$ cat config.mk
export PLATFORM = sky130hd
export DESIGN_NAME = fetch_unit
export DESIGN_NICKNAME = d
export VERILOG_FILES = /design/src/rtl/fetch_pkg.sv /design/src/rtl/fetch_perf_counters.sv /design/src/rtl/fetch_unit.sv
export SDC_FILE = /design/constraint.sdc
export NUM_CORES = 1
export LEC_CHECK = 0
export BUFFER_PORTS_ARGS = -buffer_cell sky130_fd_sc_hd__buf_2
export CORE_MARGIN = 1
export CORE_UTILIZATION = 45
export DETAILED_ROUTE_END_ITERATION = 16
export PLACE_DENSITY_LB_ADDON = 0.08
export SLEW_MARGIN = 20
export SYNTH_ARGS = -nofsm -noshare
export SYNTH_HDL_FRONTEND = slang
export SYNTH_SLANG_ARGS = --single-unit
$ cat constraint.sdc
create_clock -name clk -period 8.15 [get_ports clk]
set_clock_uncertainty 0.15 [all_clocks]
set_input_delay 0.4075 -clock clk [delete_from_list [all_inputs] [get_ports clk]]
set_output_delay 0.4075 -clock clk [all_outputs]
set_load 0.1 [all_outputs]
$ cat src/rtl/fetch_pkg.sv
// Shared types and defaults for the fetch stage: FSM state encoding, address width,
// and default reset PC / memory depth.
package fetch_pkg;

  localparam int ADDR_W = 32;
  localparam int CNT_W  = 32;

  localparam logic [ADDR_W-1:0] DEF_RESET_PC  = 32'd0;
  localparam int unsigned       DEF_MEM_DEPTH = 65536;

  typedef enum logic [1:0] {
    ST_RUN    = 2'd0,
    ST_REPLAY = 2'd1,
    ST_HALTED = 2'd2,
    ST_FAULT  = 2'd3
  } state_t;

endpackage

$ cat src/rtl/fetch_perf_counters.sv
// Saturating cycle and retire counters for the fetch stage. Only built when
// FETCH_PERF_CNT_EN is defined.
module fetch_perf_counters
  import fetch_pkg::*;
(
  input  logic             clk,
  input  logic             rst,
  input  logic             cycle_en,
  input  logic             retire_en,
  output logic [CNT_W-1:0] cycle_cnt,
  output logic [CNT_W-1:0] retire_cnt
);

  logic [CNT_W-1:0] cycle_q, cycle_d;
  logic [CNT_W-1:0] retire_q, retire_d;

  // Both counters stick at all-ones instead of wrapping.
  always_comb begin
    cycle_d  = cycle_q;
    retire_d = retire_q;
    if (cycle_en && (cycle_q != '1)) cycle_d = cycle_q + 1'b1;
    if (retire_en && (retire_q != '1)) retire_d = retire_q + 1'b1;
  end

  always_ff @(posedge clk or posedge rst) begin
    if (rst) begin
      cycle_q  <= '0;
      retire_q <= '0;
    end else begin
      cycle_q  <= cycle_d;
      retire_q <= retire_d;
    end
  end

  assign cycle_cnt  = cycle_q;
  assign retire_cnt = retire_q;

endmodule

$ cat src/rtl/fetch_unit.sv
// Program counter and fetch control ahead of a 1-cycle registered instruction memory.
// Optional performance counters are enabled with the FETCH_PERF_CNT_EN macro.
module fetch_unit
  import fetch_pkg::*;
#(
  parameter logic [ADDR_W-1:0] RESET_PC  = DEF_RESET_PC,
  parameter int unsigned       MEM_DEPTH = DEF_MEM_DEPTH
) (
  input  logic              clk,
  input  logic              rst,
  input  logic              stall,
  input  logic              redirect_valid,
  input  logic [ADDR_W-1:0] redirect_target,
  input  logic              halt_req,
  input  logic              resume,
  output logic [ADDR_W-1:0] addr,
  output logic              instr_valid,
  output logic [ADDR_W-1:0] pc_of_instr,
  output logic              halted,
  output logic              fault,
  output logic [CNT_W-1:0]  cycle_cnt,
  output logic [CNT_W-1:0]  retire_cnt
);

  localparam logic [ADDR_W:0] DEPTH = (ADDR_W+1)'(MEM_DEPTH);

  state_t            state_q, state_d;
  logic [ADDR_W-1:0] addr_q, addr_d;
  logic [ADDR_W-1:0] pc_q, pc_d;
  logic              valid_q, valid_d;
  logic [ADDR_W:0]   addr_inc;
  logic              inc_ok;
  logic              tgt_ok;

  // One extra bit so that incrementing 0xFFFFFFFF cannot wrap into a legal address.
  assign addr_inc = {1'b0, addr_q} + 1'b1;
  assign inc_ok   = addr_inc < DEPTH;
  assign tgt_ok   = {1'b0, redirect_target} < DEPTH;

  // While in REPLAY, addr_q itself holds the replay address R, so no separate copy is kept.
  always_comb begin
    state_d = state_q;
    addr_d  = addr_q;
    pc_d    = addr_q;
    valid_d = 1'b0;
    case (state_q)
      ST_RUN: begin
        if (halt_req) begin
          state_d = ST_HALTED;
        end else if (redirect_valid) begin
          if (tgt_ok) addr_d = redirect_target;
          else        state_d = ST_FAULT;
        end else if (stall && valid_q) begin
          addr_d  = pc_q;
          state_d = ST_REPLAY;
        end else if (inc_ok) begin
          addr_d  = addr_inc[ADDR_W-1:0];
          valid_d = 1'b1;
        end else begin
          state_d = ST_FAULT;
        end
      end
      ST_REPLAY, ST_HALTED: begin
        if ((state_q == ST_REPLAY) ? !stall : resume) begin
          if (inc_ok) begin
            addr_d  = addr_inc[ADDR_W-1:0];
            valid_d = 1'b1;
            state_d = ST_RUN;
          end else begin
            state_d = ST_FAULT;
          end
        end
      end
      default: state_d = ST_FAULT;
    endcase
  end

  always_ff @(posedge clk or posedge rst) begin
    if (rst) begin
      state_q <= ST_RUN;
      addr_q  <= RESET_PC;
      pc_q    <= RESET_PC;
      valid_q <= 1'b0;
    end else begin
      state_q <= state_d;
      addr_q  <= addr_d;
      pc_q    <= pc_d;
      valid_q <= valid_d;
    end
  end

  assign addr        = addr_q;
  assign instr_valid = valid_q;
  assign pc_of_instr = pc_q;
  assign halted      = (state_q == ST_HALTED);
  assign fault       = (state_q == ST_FAULT);

`ifdef FETCH_PERF_CNT_EN
  fetch_perf_counters u_perf (
    .clk        (clk),
    .rst        (rst),
    .cycle_en   (state_q != ST_FAULT),
    .retire_en  (valid_q && !stall),
    .cycle_cnt  (cycle_cnt),
    .retire_cnt (retire_cnt)
  );
`else
  assign cycle_cnt  = '0;
  assign retire_cnt = '0;
`endif

endmodule

==> results.md, run 1 <==
* Worst-path cell chain: ha_1, and4_1, nand3_2, or4_1, mux2_2, o22ai_1, or3_1, a21oi_1, a21oi_1
* Sequential cell area at 1680 µm²
* Reg-to-reg startpoint: addr[0]$_DFFE_PP0P_
* First-pass GRT wire length at 20,900 µm
* Crit start category: register
* Setup TNS Final at 0 ns
* Slowest CP cell: or3_1
* Die Footprint at 10,500 µm²
* Wire length per cell at 16.9 µm
* Die width at 103 µm
* Worst R2R Setup Slack at 3.95 ns
* Residual DRC at 0
* Cts bufs inserted at 9
* Primary FF master, synth: dfrtp_1
* Number of global-route vias before repair at 3,816
* Final period utilization at 51.5%
* Post-CTS Hold Buffers at 0
* Setup violators final at 0
* Final WL at 13,300 µm
* P&R area growth vs syn at 12.1%
* Number of synthesized flops with an enable pin at 0
* RSZ-0062 raised after global routing: no
* Total gr overflow at 0
* Routed Antenna Nets at 0
* Most frequent cells in the layout: buf_2 (104), dfrtp_1 (67), conb_1 (64)
* Via count at 4,296
* Buf+Inv Stages, Crit Path at 0
* Number of max-cap violations at 0
* Flip-flop and latch count after synthesis at 67
* Most common cell after layout, fill and taps aside: buf_2
* CTS tree: yes
* Slew headroom at 30.2%
* Max Freq at 238 MHz
* Worst-Margin Slew at 1.05 ns
* Final cell count without fillers at 785
* Clk Latency, worst-skew pair at 0.36 ns
* Largest net degree at the start of global routing at 82
* Hold Crit Class: primary input to asynchronous set/reset pin
* All-Layer GR Usage at 26.5%
* Dpl hpwl at 9280 µm
* Sequential element share of the synthesized area at 36.8%
* Synth unique cells at 53
* Status: finished clean
* DRT iter0 DRCs at 218
* Clock period minus worst slack at 4.20 ns
* Vias/cell at 5.47
* Post-CTS Setup Inserts at 0
* Fin. max-slew vios at 0
* WP data required at 8.28 ns
* Async set-reset flop share out of synthesis at 100%
* Buffers on Ports at 104
* R2R Path End: addr[28]$_DFFE_PP0P_
* Clk pin slew, worst setup/hold paths at 0.08 ns
* Most used cell, CP: a21oi_1
* Root buf cell: clkbuf_8
* Core footprint at 9770 µm²
* Post-CTS Resized at 0
* Initial antenna violation count at 0
* CP arrival at 4.32 ns
* # fillers at 1,008
* Fin. Hold Viols at 0
* H-tree depth at 3
* Ant. Diodes at 0
* Io pins at 169
* Initial core utilization at 46.6%
* Synth warnings at 0
* Core Util, Final at 52.3%
* Chip height at 103 µm
* NumNets Final at 690
* Place WS at 3.99 ns
* Cells after synthesis at 560
* Worst R2R Path Depth at 9
* Cell family with most CP delay: simple AND/OR/NAND/NOR gates
* Clock tree buffer depth at 2
* WS Path Type: register to register
* CP endpoint kind: register
* Average cell area after synthesis at 8.14 µm²
* Area of the multi-input gates at 2350 µm²
* CTS Sinks at 67
* Pre-antenna DRT Iters at 4
* Share of layout cells above drive strength 1 at 20.9%
* Cell Area, Synth at 4560 µm²
* Row count at 36
* Setup WS post-layout at 3.95 ns
* GPL Wtd Cong at 0.903
* Slowest cell delay on critical path at 0.88 ns
* Crit-path max FO at 26
* DP Cell Count at 769
-- Yosys cell counts (4+ instances only) --
| cell type | number | share of area [%] |
|---|---|---|
| o211ai_1 | 5 | 0.82 |
| or3_1 | 9 | 1.2 |
| dfrtp_1 | 67 | 37 |
| nand2_1 | 41 | 3.4 |
| nor2_1 | 35 | 2.9 |
| nand4_1 | 12 | 1.6 |
| buf_4 | 65 | 11 |
| nor4_1 | 12 | 1.6 |
| and4_1 | 6 | 1.2 |
| or4_1 | 4 | 0.66 |
| a211oi_1 | 5 | 0.82 |
| clkbuf_1 | 19 | 1.6 |
| a22oi_1 | 10 | 1.6 |
| inv_1 | 36 | 3.0 |
| o21ai_0 | 15 | 1.6 |
| o21a_1 | 6 | 0.99 |
| o22ai_1 | 17 | 2.3 |
| xnor2_1 | 9 | 1.7 |
| buf_1 | 5 | 0.41 |
| ha_1 | 5 | 1.4 |
| nor3_1 | 37 | 4.1 |
| mux2i_1 | 6 | 1.3 |
| buf_2 | 7 | 0.77 |
| a21oi_1 | 63 | 6.9 |
| nand3_1 | 22 | 2.4 |
-- per-stage QoR --
stage	instance area [µm²]	hold slack (ns)
after floorplan	4790	0.410
after global placement	4900	0.314
after detailed placement	4900	0.329
after CTS	5110	0.188
after global routing	5110	0.229
final	5110	0.168
-- worst max path at each step --
stage	startpoint	slack, ns	end	cells past startpoint
after detailed placement	addr[0]$_DFFE_PP0P_	3.99	addr[8]$_DFFE_PP0P_	9
after CTS	addr[0]$_DFFE_PP0P_	3.97	addr[8]$_DFFE_PP0P_	9
after floorplan	addr[0]$_DFFE_PP0P_	4.06	addr[1]$_DFFE_PP0P_	13
final	addr[0]$_DFFE_PP0P_	3.95	addr[28]$_DFFE_PP0P_	9
after global routing	addr[0]$_DFFE_PP0P_	3.61	addr[26]$_DFFE_PP0P_	9
after global placement	addr[0]$_DFFE_PP0P_	4.13	addr[8]$_DFFE_PP0P_	9
-- cells by family after synthesis --
logic type	Yosys count	share of synthesized area, %
DFF	67	36.8
and+or+nand+nor	194	22.1
other	1	0.0823
AOI/OAI and AO/OA	142	19.2
muxes	8	1.81
adders and majority gates	5	1.37
buffers and inverters	134	16.9
xor gates and xnor gates	9	1.73
-- metal layers --
layer	part of all wire [%]	global-route usage [%]	up-vias	routed length (µm)
met2	45	41.0	197	6010
met4	1.8	8.57	0	233
met5	0	0	-	0
met3	6.9	5.08	17	916
met1	46	37.3	2027	6110
li1	-	-	2055	-
-- worst register-to-register path, cell delays in order, from the launching register on --
cell,delay [ns]
dfrtp_1,0.49
ha_1,0.27
and4_1,0.35
nand3_2,0.17
or4_1,0.59
mux2_2,0.29
o22ai_1,0.37
or3_1,0.88
a21oi_1,0.35
a21oi_1,0.22
-- cell type report --
type / count / share of cell area, %
multi-input combinational: 422 / 45.9
sequential: 67 / 32.8
timing repair buffer: 111 / 11.2
tap: 133 / 3.26
clock buffer: 12 / 3.23
inverter: 36 / 2.64
clock inverter: 4 / 0.930
-- sequential cells by signal (all words and copies together), names as in the netlist --
signal / flops
addr: 32
instr_valid: 1
pc_of_instr: 32
state_q: 2
Power of run 1 is not shown: default switching activity piles up to over one toggle a cycle in this logic, so the estimate is an artifact.
==> run 2: changes to the inputs <==
Clock period 8.15 ns to 4.35 ns, I/O delays scaled along.
==> run 2 against run 1 <==
Net effect:
- wire length is 0.25% lower
- die area unchanged
- fmax grew 5.5%
- non-clock buffer count increased by 6
- core utilization shrank 0.051 points
- critical endpoint is now addr[25]$_DFFE_PP0P_
- design area is essentially flat
==> results.md, run 2 (synthesis results as in run 1) <==
* Ant. Diodes at 0
* Die Footprint at 10,500 µm²
* Number of global-route vias before repair at 3,962
* Share of layout cells above drive strength 1 at 21.0%
* Final hold slack at 0.0412 ns
* P&R area growth vs syn at 12.0%
* Post-CTS Hold Buffers at 1
* Cts bufs inserted at 9
* GPL Wtd Cong at 0.939
* Root buf cell: clkbuf_8
* Pre-antenna DRT Iters at 5
* Largest net degree at the start of global routing at 81
* Row count at 36
* Fin. Hold Viols at 0
* DP Cell Count at 774
* Most frequent cells in the layout: buf_2 (104), dfrtp_1 (67), conb_1 (64)
* Setup WS post-layout at 0.370 ns
* Total gr overflow at 0
* Initial antenna violation count at 0
* Hold Crit Class: primary input to register
* CTS Sinks at 67
* Buffers on Ports at 104
* Reg-to-reg startpoint: addr[0]$_DFFE_PP0P_
* WS Path Type: register to register
* Min-delay src: redirect_target[24]
* Number of max-cap violations at 0
* All-Layer GR Usage at 26.2%
* Final cell count without fillers at 790
* Final WL at 13,200 µm
* Clk Latency, worst-skew pair at 0.35 ns
* Post-CTS Setup Inserts at 0
* Routed Antenna Nets at 0
* Clock tree buffer depth at 2
* Residual DRC at 0
* Crit start category: register
* Die width at 103 µm
* RSZ-0062 raised after global routing: no
* Post-CTS Resized at 0
* CP arrival at 4.03 ns
* Most common cell after layout, fill and taps aside: buf_2
* Setup TNS Final at 0 ns
* DRT iter0 DRCs at 283
* Io pins at 169
* Fin. max-slew vios at 0
* Vias/cell at 5.42
* First-pass GRT wire length at 20,700 µm
* Worst setup startpoint: addr[0]$_DFFE_PP0P_
* Dpl hpwl at 9650 µm
* Place WS at 0.410 ns
* Status: finished clean
* Via count at 4,283
* CP endpoint kind: register
* Clk pin slew, worst setup/hold paths at 0.07 ns
* Crit-path max FO at 20
* Final period utilization at 91.5%
* Setup violators final at 0
* Worst-Margin Slew at 0.924 ns
* Core footprint at 9770 µm²
* Max Freq at 251 MHz
* Clock period minus worst slack at 3.98 ns
* NumNets Final at 696
* WP data required at 4.40 ns
* H-tree depth at 3
* Slew headroom at 37.7%
* Chip height at 103 µm
* Initial core utilization at 46.6%
* Wire length per cell at 16.8 µm
* CTS tree: yes
run 2: cell count changes in the layout (fill, tap and decap cells not counted):
cell / before / now
buf_4: 7 / 12
bufinv_16: 1 / 0
dlygate4sd3_1: 0 / 1
clkbuf_8: 12 / 10
clkinvlp_4: 1 / 0
clkinv_2: 2 / 3
clkbuf_1: 0 / 2
run 2: final timing paths:
path	slack [ns]	endpoint	depth (start not counted)
setup reg to reg	0.37	addr[25]$_DFFE_PP0P_	10
max in group asynchronous	2.69	addr[4]$_DFFE_PP0P_	4
setup / recovery	0.37	addr[25]$_DFFE_PP0P_	10
hold / removal	0.04	addr[24]$_DFFE_PP0P_	3
hold reg to reg	0.34	pc_of_instr[20]$_DFF_PP0_	0
min in group asynchronous	0.39	pc_of_instr[22]$_DFF_PP0_	3
run 2: critical path, cell delays in order (launching register included):
cell and delay (ns):
dfrtp_1 0.49, ha_1 0.27, and4_1 0.33, nand3_2 0.18, a2111oi_2 0.32, o22ai_1 0.12, or4_1 0.63, or3_1 0.54
buf_4 0.27, a21oi_1 0.39, a21oi_1 0.13
run 2: metrics by stage:
stage               utilization (%)  cell area [µm²]
detailed placement             50.5             4930
finish                         52.2             5100
global route                   52.2             5100
global placement               50.5             4930
CTS                            52.2             5100
floorplan                         -             4790
run 2: area by class of cell:
class	instances	area, µm²
repair buffers	117	621
clock buffers	12	145
multi-input cells	422	2350
flip-flops and latches	67	1680
inverters	36	135
fillers	993	4670
well taps	133	166
clock inverters	3	15.0
run 2: routing by layer:
| metal | vias up | part of all wire (%) | GRT usage (%) |
|---|---|---|---|
| met2 | 177 | 46 | 40.4 |
| met1 | 2028 | 48 | 37.1 |
| met5 | - | 0 | 0 |
| met4 | 0 | 1.4 | 10.0 |
| met3 | 13 | 5.2 | 3.73 |
| li1 | 2065 | - | - |
Power of run 2 is left out for the same reason.
==> run 3: changes to the inputs <==
Settings changed: CELL_PAD_IN_SITES_DETAIL_PLACEMENT from default to 0, CELL_PAD_IN_SITES_GLOBAL_PLACEMENT from default to 1, CORE_UTILIZATION 45 to 36.
==> run 3 against run 2 <==
Net effect:
- fmax is essentially flat
- register-to-register slack is essentially flat
- critical path depth is the same
- final cell count grew 5.1%
- die area grew 24%
- clock-buffer cell count is the same
- hold slack gained 0.027 ns
- global-route usage shrank 3.0 points
- critical path type unchanged
- highest routed layer unchanged
==> results.md, run 3 (synthesis results as in run 1) <==
* Status: finished clean
* Total gr overflow at 0
* P&R area growth vs syn at 18.1%
* H-tree depth at 3
* Via count at 4,380
* Dpl hpwl at 10,600 µm
* Number of global-route vias before repair at 4,041
* Vias/cell at 5.28
* Die width at 115 µm
* Crit-path max FO at 17
* First-pass GRT wire length at 22,700 µm
* Row count at 40
* Cts bufs inserted at 9
* Die Footprint at 13,100 µm²
* Residual DRC at 0
* Worst-Margin Slew at 0.938 ns
* Clk Latency, worst-skew pair at 0.34 ns
* CP arrival at 4.09 ns
* All-Layer GR Usage at 23.2%
* Pre-antenna DRT Iters at 5
* NumNets Final at 700
* Initial antenna violation count at 0
* Core footprint at 12,200 µm²
* CTS tree: yes
* Io pins at 169
* Most frequent cells in the layout: buf_2 (104), dfrtp_1 (67), conb_1 (64)
* GPL Wtd Cong at 0.886
* Share of layout cells above drive strength 1 at 21.9%
* Fin. max-slew vios at 0
* Largest net degree at the start of global routing at 42
* Final WL at 14,600 µm
* Final period utilization at 91.6%
* Initial core utilization at 37.5%
* Chip height at 115 µm
* Wire length per cell at 17.6 µm
* Most common cell after layout, fill and taps aside: buf_2
* Buffers on Ports at 104
* Post-CTS Resized at 0
* DRT iter0 DRCs at 270
* CP endpoint kind: register
* Routed Antenna Nets at 0
* Clock period minus worst slack at 3.98 ns
* Ant. Diodes at 0
* Slew headroom at 37.4%
* Crit start category: register
* CTS Sinks at 67
* Clock tree buffer depth at 2
* Root buf cell: clkbuf_16
* Number of max-cap violations at 0
* Setup TNS Final at 0 ns
* WS Path Type: register to register
* WP data required at 4.46 ns
* Fin. Hold Viols at 0
* Clk pin slew, worst setup/hold paths at 0.06 ns
* RSZ-0062 raised after global routing: no
* # fillers at 1,310
* Setup violators final at 0
* Hold Crit Class: primary input to register
* Max Freq at 251 MHz
[run 3: cell types whose count changed in the layout (fill, tap and decap cells not counted), sizes merged]
cell / before / now
clkinv: 3 / 1
bufinv: 0 / 3
buf: 116 / 120
[run 3: layout make-up]
class                   count  area, µm²  share of cell area [%]
clock buffers              12        267                    4.95
flip-flops and latches     67       1680                    31.2
multi-input cells         422       2350                    43.6
clock inverters             4       95.1                    1.77
inverters                  36        135                    2.51
repair buffers            121        651                    12.1
well taps                 168        210                    3.91
[run 3: final timing paths]
path,slack [ns],startpoint,depth (start not counted),endpoint
worst min register to register,0.33,addr[8]$_DFFE_PP0P_,0,pc_of_instr[8]$_DFF_PP0_
worst min-delay path,0.07,redirect_target[24],3,addr[24]$_DFFE_PP0P_
worst max-delay path,0.37,addr[1]$_DFFE_PP0P_,10,addr[18]$_DFFE_PP0P_
max in group asynchronous,2.64,rst,4,addr[28]$_DFFE_PP0P_
worst max register to register,0.37,addr[1]$_DFFE_PP0P_,10,addr[18]$_DFFE_PP0P_
min in group asynchronous,0.46,rst,3,pc_of_instr[9]$_DFF_PP0_
[run 3: layer usage]
metal  routed length, µm  GRT usage [%]
met2                6450           35.4
met5                   0              0
met4                 203           7.45
met1                7050           33.0
met3                 903           4.13
[run 3: what timing repair did]
item | in CTS | in global routing
hold buffers | 1 | 0
hold endpoints to repair | 37 | 0
buffers inserted | 0 | 0
[run 3: critical path, stage by stage (launching register included)]
cell and delay (ns):
dfrtp_1 0.48, ha_1 0.27, and4_1 0.35, nand3_2 0.19
or4_1 0.61, mux2_2 0.30, o22ai_1 0.50, or3_1 0.40
buf_4 0.32, o32ai_1 0.12, a22oi_1 0.20
[run 3: metrics by stage]
stage / std cells / utilization, % / setup WS (ns) / hold slack, ns / instance area, µm²
final: 830 / 44.2 / 0.366 / 0.0683 / 5380
after global routing: 830 / 44.2 / 0.168 / 0.102 / 5380
after CTS: 830 / 44.2 / 0.420 / 0.0621 / 5380
after detailed placement: 813 / 41.2 / 0.411 / 0.304 / 5010
after global placement: 813 / 41.2 / 0.532 / 0.299 / 5010
after floorplan: 623 / - / 0.264 / 0.265 / 4790
Power of run 3 is left out for the same reason.
